## src/rtl/fpu_arbiter.sv

```systemverilog
// Two-requester round-robin front end for a fixed-latency FPU.
// Tags track ownership through the pipe; per-requester credits cap in-flight ops.
module fpu_arbiter #(
   parameter int LATENCY = 6,
   parameter int MAX_OUT = 4
) (
   input  logic        clk_i,
   input  logic        RST,

   input  logic        req0_valid_i,
   output logic        req0_ready_o,
   input  logic [31:0] req0_opa_i,
   input  logic [31:0] req0_opb_i,
   input  logic [1:0]  req0_mode_i,
   input  logic        req0_op_i,

   input  logic        req1_valid_i,
   output logic        req1_ready_o,
   input  logic [31:0] req1_opa_i,
   input  logic [31:0] req1_opb_i,
   input  logic [1:0]  req1_mode_i,
   input  logic        req1_op_i,

   output logic [31:0] fpu_opa_o,
   output logic [31:0] fpu_opb_o,
   output logic [1:0]  fpu_mode_o,
   output logic        fpu_op_o,
   input  logic [31:0] fpu_result_i,
   input  logic [3:0]  fpu_flags_i,

   output logic        rsp0_valid_o,
   output logic [31:0] rsp0_result_o,
   output logic [3:0]  rsp0_flags_o,

   output logic        rsp1_valid_o,
   output logic [31:0] rsp1_result_o,
   output logic [3:0]  rsp1_flags_o,

   output logic        busy_o
);

   localparam int CW = $clog2(MAX_OUT + 1);
   localparam logic [CW-1:0] MAX_CNT = CW'(MAX_OUT);
   localparam logic [CW-1:0] ONE = CW'(1);

   typedef struct packed {
      logic valid;
      logic id;
   } tag_t;

   tag_t          tags [LATENCY];
   tag_t          tag_out;
   logic          rr_ptr;
   logic [CW-1:0] cnt0;
   logic [CW-1:0] cnt1;
   logic          elig0;
   logic          elig1;
   logic          gnt0;
   logic          gnt1;
   logic          hs;
   logic          tag_busy;

   assign elig0 = req0_valid_i && (cnt0 < MAX_CNT);
   assign elig1 = req1_valid_i && (cnt1 < MAX_CNT);

   always_comb begin
      gnt0 = 1'b0;
      gnt1 = 1'b0;
      if (RST) begin
         unique case (1'b1)
            elig0 && elig1: begin
               gnt0 = !rr_ptr;
               gnt1 = rr_ptr;
            end
            elig0 && !elig1: gnt0 = 1'b1;
            !elig0 && elig1: gnt1 = 1'b1;
            default: ;
         endcase
      end
   end

   assign req0_ready_o = gnt0;
   assign req1_ready_o = gnt1;
   assign hs           = gnt0 || gnt1;
   assign tag_out      = tags[LATENCY-1];

   always_ff @(posedge clk_i or negedge RST) begin
      if (!RST) begin
         rr_ptr <= 1'b0;
      end else if (hs) begin
         rr_ptr <= gnt0;
      end
   end

   always_ff @(posedge clk_i or negedge RST) begin
      if (!RST) begin
         fpu_opa_o  <= '0;
         fpu_opb_o  <= '0;
         fpu_mode_o <= '0;
         fpu_op_o   <= 1'b0;
      end else if (gnt0) begin
         fpu_opa_o  <= req0_opa_i;
         fpu_opb_o  <= req0_opb_i;
         fpu_mode_o <= req0_mode_i;
         fpu_op_o   <= req0_op_i;
      end else if (gnt1) begin
         fpu_opa_o  <= req1_opa_i;
         fpu_opb_o  <= req1_opb_i;
         fpu_mode_o <= req1_mode_i;
         fpu_op_o   <= req1_op_i;
      end
   end

   // Bubbles enter on idle cycles so the pipe never stalls.
   always_ff @(posedge clk_i or negedge RST) begin
      if (!RST) begin
         for (int i = 0; i < LATENCY; i++) begin
            tags[i] <= '0;
         end
      end else begin
         tags[0].valid <= hs;
         tags[0].id    <= gnt1;
         for (int i = 1; i < LATENCY; i++) begin
            tags[i] <= tags[i-1];
         end
      end
   end

   always_ff @(posedge clk_i or negedge RST) begin
      if (!RST) begin
         rsp0_valid_o  <= 1'b0;
         rsp0_result_o <= '0;
         rsp0_flags_o  <= '0;
      end else begin
         rsp0_valid_o <= tag_out.valid && !tag_out.id;
         if (tag_out.valid && !tag_out.id) begin
            rsp0_result_o <= fpu_result_i;
            rsp0_flags_o  <= fpu_flags_i;
         end
      end
   end

   always_ff @(posedge clk_i or negedge RST) begin
      if (!RST) begin
         rsp1_valid_o  <= 1'b0;
         rsp1_result_o <= '0;
         rsp1_flags_o  <= '0;
      end else begin
         rsp1_valid_o <= tag_out.valid && tag_out.id;
         if (tag_out.valid && tag_out.id) begin
            rsp1_result_o <= fpu_result_i;
            rsp1_flags_o  <= fpu_flags_i;
         end
      end
   end

   // Credits return on the response strobe, one cycle after sampling.
   always_ff @(posedge clk_i or negedge RST) begin
      if (!RST) begin
         cnt0 <= '0;
      end else begin
         unique case ({gnt0, rsp0_valid_o})
            2'b10:   cnt0 <= cnt0 + ONE;
            2'b01:   cnt0 <= cnt0 - ONE;
            default: cnt0 <= cnt0;
         endcase
      end
   end

   always_ff @(posedge clk_i or negedge RST) begin
      if (!RST) begin
         cnt1 <= '0;
      end else begin
         unique case ({gnt1, rsp1_valid_o})
            2'b10:   cnt1 <= cnt1 + ONE;
            2'b01:   cnt1 <= cnt1 - ONE;
            default: cnt1 <= cnt1;
         endcase
      end
   end

   always_comb begin
      tag_busy = 1'b0;
      for (int i = 0; i < LATENCY; i++) begin
         tag_busy = tag_busy || tags[i].valid;
      end
   end

   assign busy_o = tag_busy || (cnt0 != '0) || (cnt1 != '0);

endmodule

```

## config.mk

```make
export PLATFORM = sky130hd
export DESIGN_NAME = fpu_arbiter
export DESIGN_NICKNAME = d
export VERILOG_FILES = /design/src/rtl/fpu_arbiter.sv
export SDC_FILE = /design/constraint.sdc
export NUM_CORES = 1
export LEC_CHECK = 0
export CAP_MARGIN = 30
export CORE_UTILIZATION = 45
export CTS_CLUSTER_DIAMETER = 50
export CTS_CLUSTER_SIZE = 30
export DETAILED_ROUTE_END_ITERATION = 12
export PLACE_DENSITY = 0.86
export SLEW_MARGIN = 20
export SYNTH_ARGS = -nofsm -noshare
export SYNTH_HDL_FRONTEND = slang
export SYNTH_SLANG_ARGS = --single-unit
```

## constraint.sdc

```tcl
create_clock -name clk_i -period 6.1 [get_ports clk_i]
set_clock_uncertainty 0.05 [all_clocks]
set_input_delay 1.22 -clock clk_i [delete_from_list [all_inputs] [get_ports clk_i]]
set_output_delay 1.22 -clock clk_i [all_outputs]
set_load 0.01 [all_outputs]
```

==> run metrics <==
outcome=complete, but fails checks; violated checks=DRC; diodes inserted=0; vias in the first global route=5858; RSZ-0062 raised after global routing=false; area leader, netlist=dfrtp_1; clk root buf=clkbuf_16; Synthesized Nets=668; DR pass1 iterations=9; worst reg2reg startpoint=cnt0[2]; Crit. Startpoint=req0_valid_i; final wirelength=approximately 21000 um; worst reg2reg path endpoint=cnt0[2]; proportion of netlist area held by the largest area contributor=58.2%; post-CTS sizing=0; row count=44; min-delay worst type=reg -> reg; drt drc=17; H-Tree Depth=4; global route overflow=0; DRC marker count from the first detailed-route iteration=401; Final nets=969; Final setup viols=0; Slew Viols, Final=0; Worst path slowest cell=clkdlybuf4s50_1; Avg Inst Size Synth=14.0 um2; vias post-DR=5578; CTS Buf Count=17; FMAX=0.205 GHz; Relative slew margins=about two fifths; Longest Clk Path Bufs=2; Setup crit end kind=primary output; post-synthesis cell count=490; commonest non-fill, non-tap cell in the layout=clkdlybuf4s50_1; cell repeated most along the worst path=clkdlybuf4s50_1; Synth Cell Area=6880 um2; Clock transition at path regs=0.06 ns; r2r worst-path depth=9; Seq/Total Area, Yosys=58.2%; Critical Path End=req0_ready_o; Ports=between 300 and 400; Worst Setup Path Type=in -> out; critical path arrival=3.61 ns; share of layout cells above drive strength 1=16.4%; Routed Antenna Nets=0; TritonCTS Sinks=160; internal reg-to-reg setup slack=2.60 ns; Max Cap Viol=0; CP max FO=22; fin crit period=4.88 ns; Port Buf Inserts=317; P&R area growth vs syn=56.8%; gr usage total=between 20% and 30%; Clk Latency, worst-skew pair=about 0.42 ns; postcts setup bufs=0; largest net degree at the start of global routing=77; core area=14700 um2; Req. time, crit path=4.83 ns; most frequent cells in the layout=clkdlybuf4s50_1 (316), dfrtp_1 (160), mux2_2 (73), or3_1 (48), o221a_1 (48); GP Congestion=just under 1; crit path cell chain=clkdlybuf4s50_1 -> nand3b_1 -> nor2_4 -> clkdlybuf4s50_1; Yosys reg bits=160; Initial Util=46.8%; cts hold-fix bufs=0; CP startpoint kind=input pin; CTS tree=yes; Die ar.=15800 um2; dpl hpwl=14600 um; crit-path max cell delay=0.86 ns; Max VDD drop=0.300 mV; setup_tns=0 ns; Vias/cell=5.65; static leakage=4.30 nW; Chip Width=126 um; hold_ws=0.298 ns; Final period util=around four fifths; Total Power=5.22 mW; Ys Warns=0; ranking of synthesized cells by area=dfrtp_1 (58%), mux2_2 (12%), o221a_1 (7.9%), or3_1 (4.4%), and4b_1 (2.8%); Die H=126 um; Least-Margin Pin Slew=~0.90 ns; initial antenna violation count=0; Fin. Hold Viols=0; DR WL/cell=20.8 um; Distinct cells, synth=32; Power Dens Cells=484 nW/um2; first-pass GRT wire length=31900 um
-- critical path, delay by kind of cell --
kind / cells / cell delay [ns]
buf+inv: 2 / 1.43
simple gates: 2 / 0.95
-- cell type report --
type	count	area [um2]
Clock buffer	21	460
Inverter	7	26.3
Tap cell	184	230
Clock inverter	11	129
Fill cell	965	3920
Sequential cell	160	4000
Multi-Input combinational cell	277	2620
Timing Repair Buffer	328	3310
-- layer usage --
layer	global-route usage, %	vias to the layer above	routed length, um
met1	31.4	2795	7990
met2	43.5	258	10300
met4	12.3	0	639
met3	7.82	40	1600
met5	0	-	0
li1	-	2485	-
-- kinds of logic after synthesis --
family | count (synthesis) | share of synthesized area [%]
flip-flops | 160 | 58.2
AO/OA/AOI/OAI | 107 | 15.2
multiplexers | 73 | 12.0
buffers and inverters | 53 | 3.97
AND/OR/NAND/NOR | 87 | 8.97
adder cells (fa/ha/maj) | 4 | 0.946
XOR/XNOR | 6 | 0.764
-- sequential cells by signal (all words and copies together), names as in the netlist, 2 cells and up --
name           flops
fpu_opa_o         32
fpu_opb_o         32
rsp0_result_o     32
rsp1_result_o     32
tags              10
rsp0_flags_o       4
rsp1_flags_o       4
cnt0               3
cnt1               3
fpu_mode_o         2
tag_out            2
-- per-stage QoR --
step | setup WS (ns) | cells | util (%) | area [um2]
after floorplan | 2.89 | 490 | - | 6880
after global placement | 1.34 | 951 | 68.7 | 10100
after detailed placement | 1.27 | 952 | 68.9 | 10100
after CTS | 1.27 | 984 | 72.9 | 10700
after global routing | 1.05 | 988 | 73.4 | 10800
final | 1.22 | 988 | 73.4 | 10800
-- power breakdown --
group / internal, mW / switching, mW
Sequential: 1.57 / 0.334
Combinational: 1.38 / 0.877
Clock: 0.629 / 0.432
-- Yosys cell counts --
| library cell | instances |
|---|---|
| nand2b_1 | 2 |
| nand3_1 | 1 |
| and4b_1 | 19 |
| mux2_2 | 73 |
| o21ai_0 | 19 |
| nand3b_1 | 3 |
| buf_4 | 2 |
| o21ai_1 | 1 |
| xor2_1 | 3 |
| a2bb2oi_1 | 19 |
| nor4_1 | 3 |
| inv_1 | 5 |
| nand2_1 | 4 |
| a221oi_1 | 9 |
| buf_2 | 17 |
| inv_2 | 2 |
| nor3b_2 | 1 |
| fa_1 | 2 |
| nor2_4 | 1 |
| a21oi_2 | 1 |
| or2_2 | 1 |
| xnor2_1 | 3 |
| or3_1 | 48 |
| nor2b_1 | 1 |
| o221a_1 | 48 |
| nor2_1 | 2 |
| dfrtp_1 | 160 |
| clkbuf_1 | 21 |
| a221oi_2 | 10 |
| ha_1 | 2 |
| and3b_1 | 1 |
| buf_6 | 6 |
-- worst min path at each step --
stage                       start  slack (ns)         end  cells after the start
after global routing      tags[2]        0.30  tag_out[0]                      0
after global placement    tags[4]        0.28     tags[2]                      0
after floorplan           tags[2]        0.28  tag_out[0]                      0
final                     tags[2]        0.30  tag_out[0]                      0
after CTS                 tags[2]        0.30  tag_out[0]                      0
after detailed placement  tags[2]        0.29  tag_out[0]                      0
No activity file was read; power rests on OpenSTA's default activity.
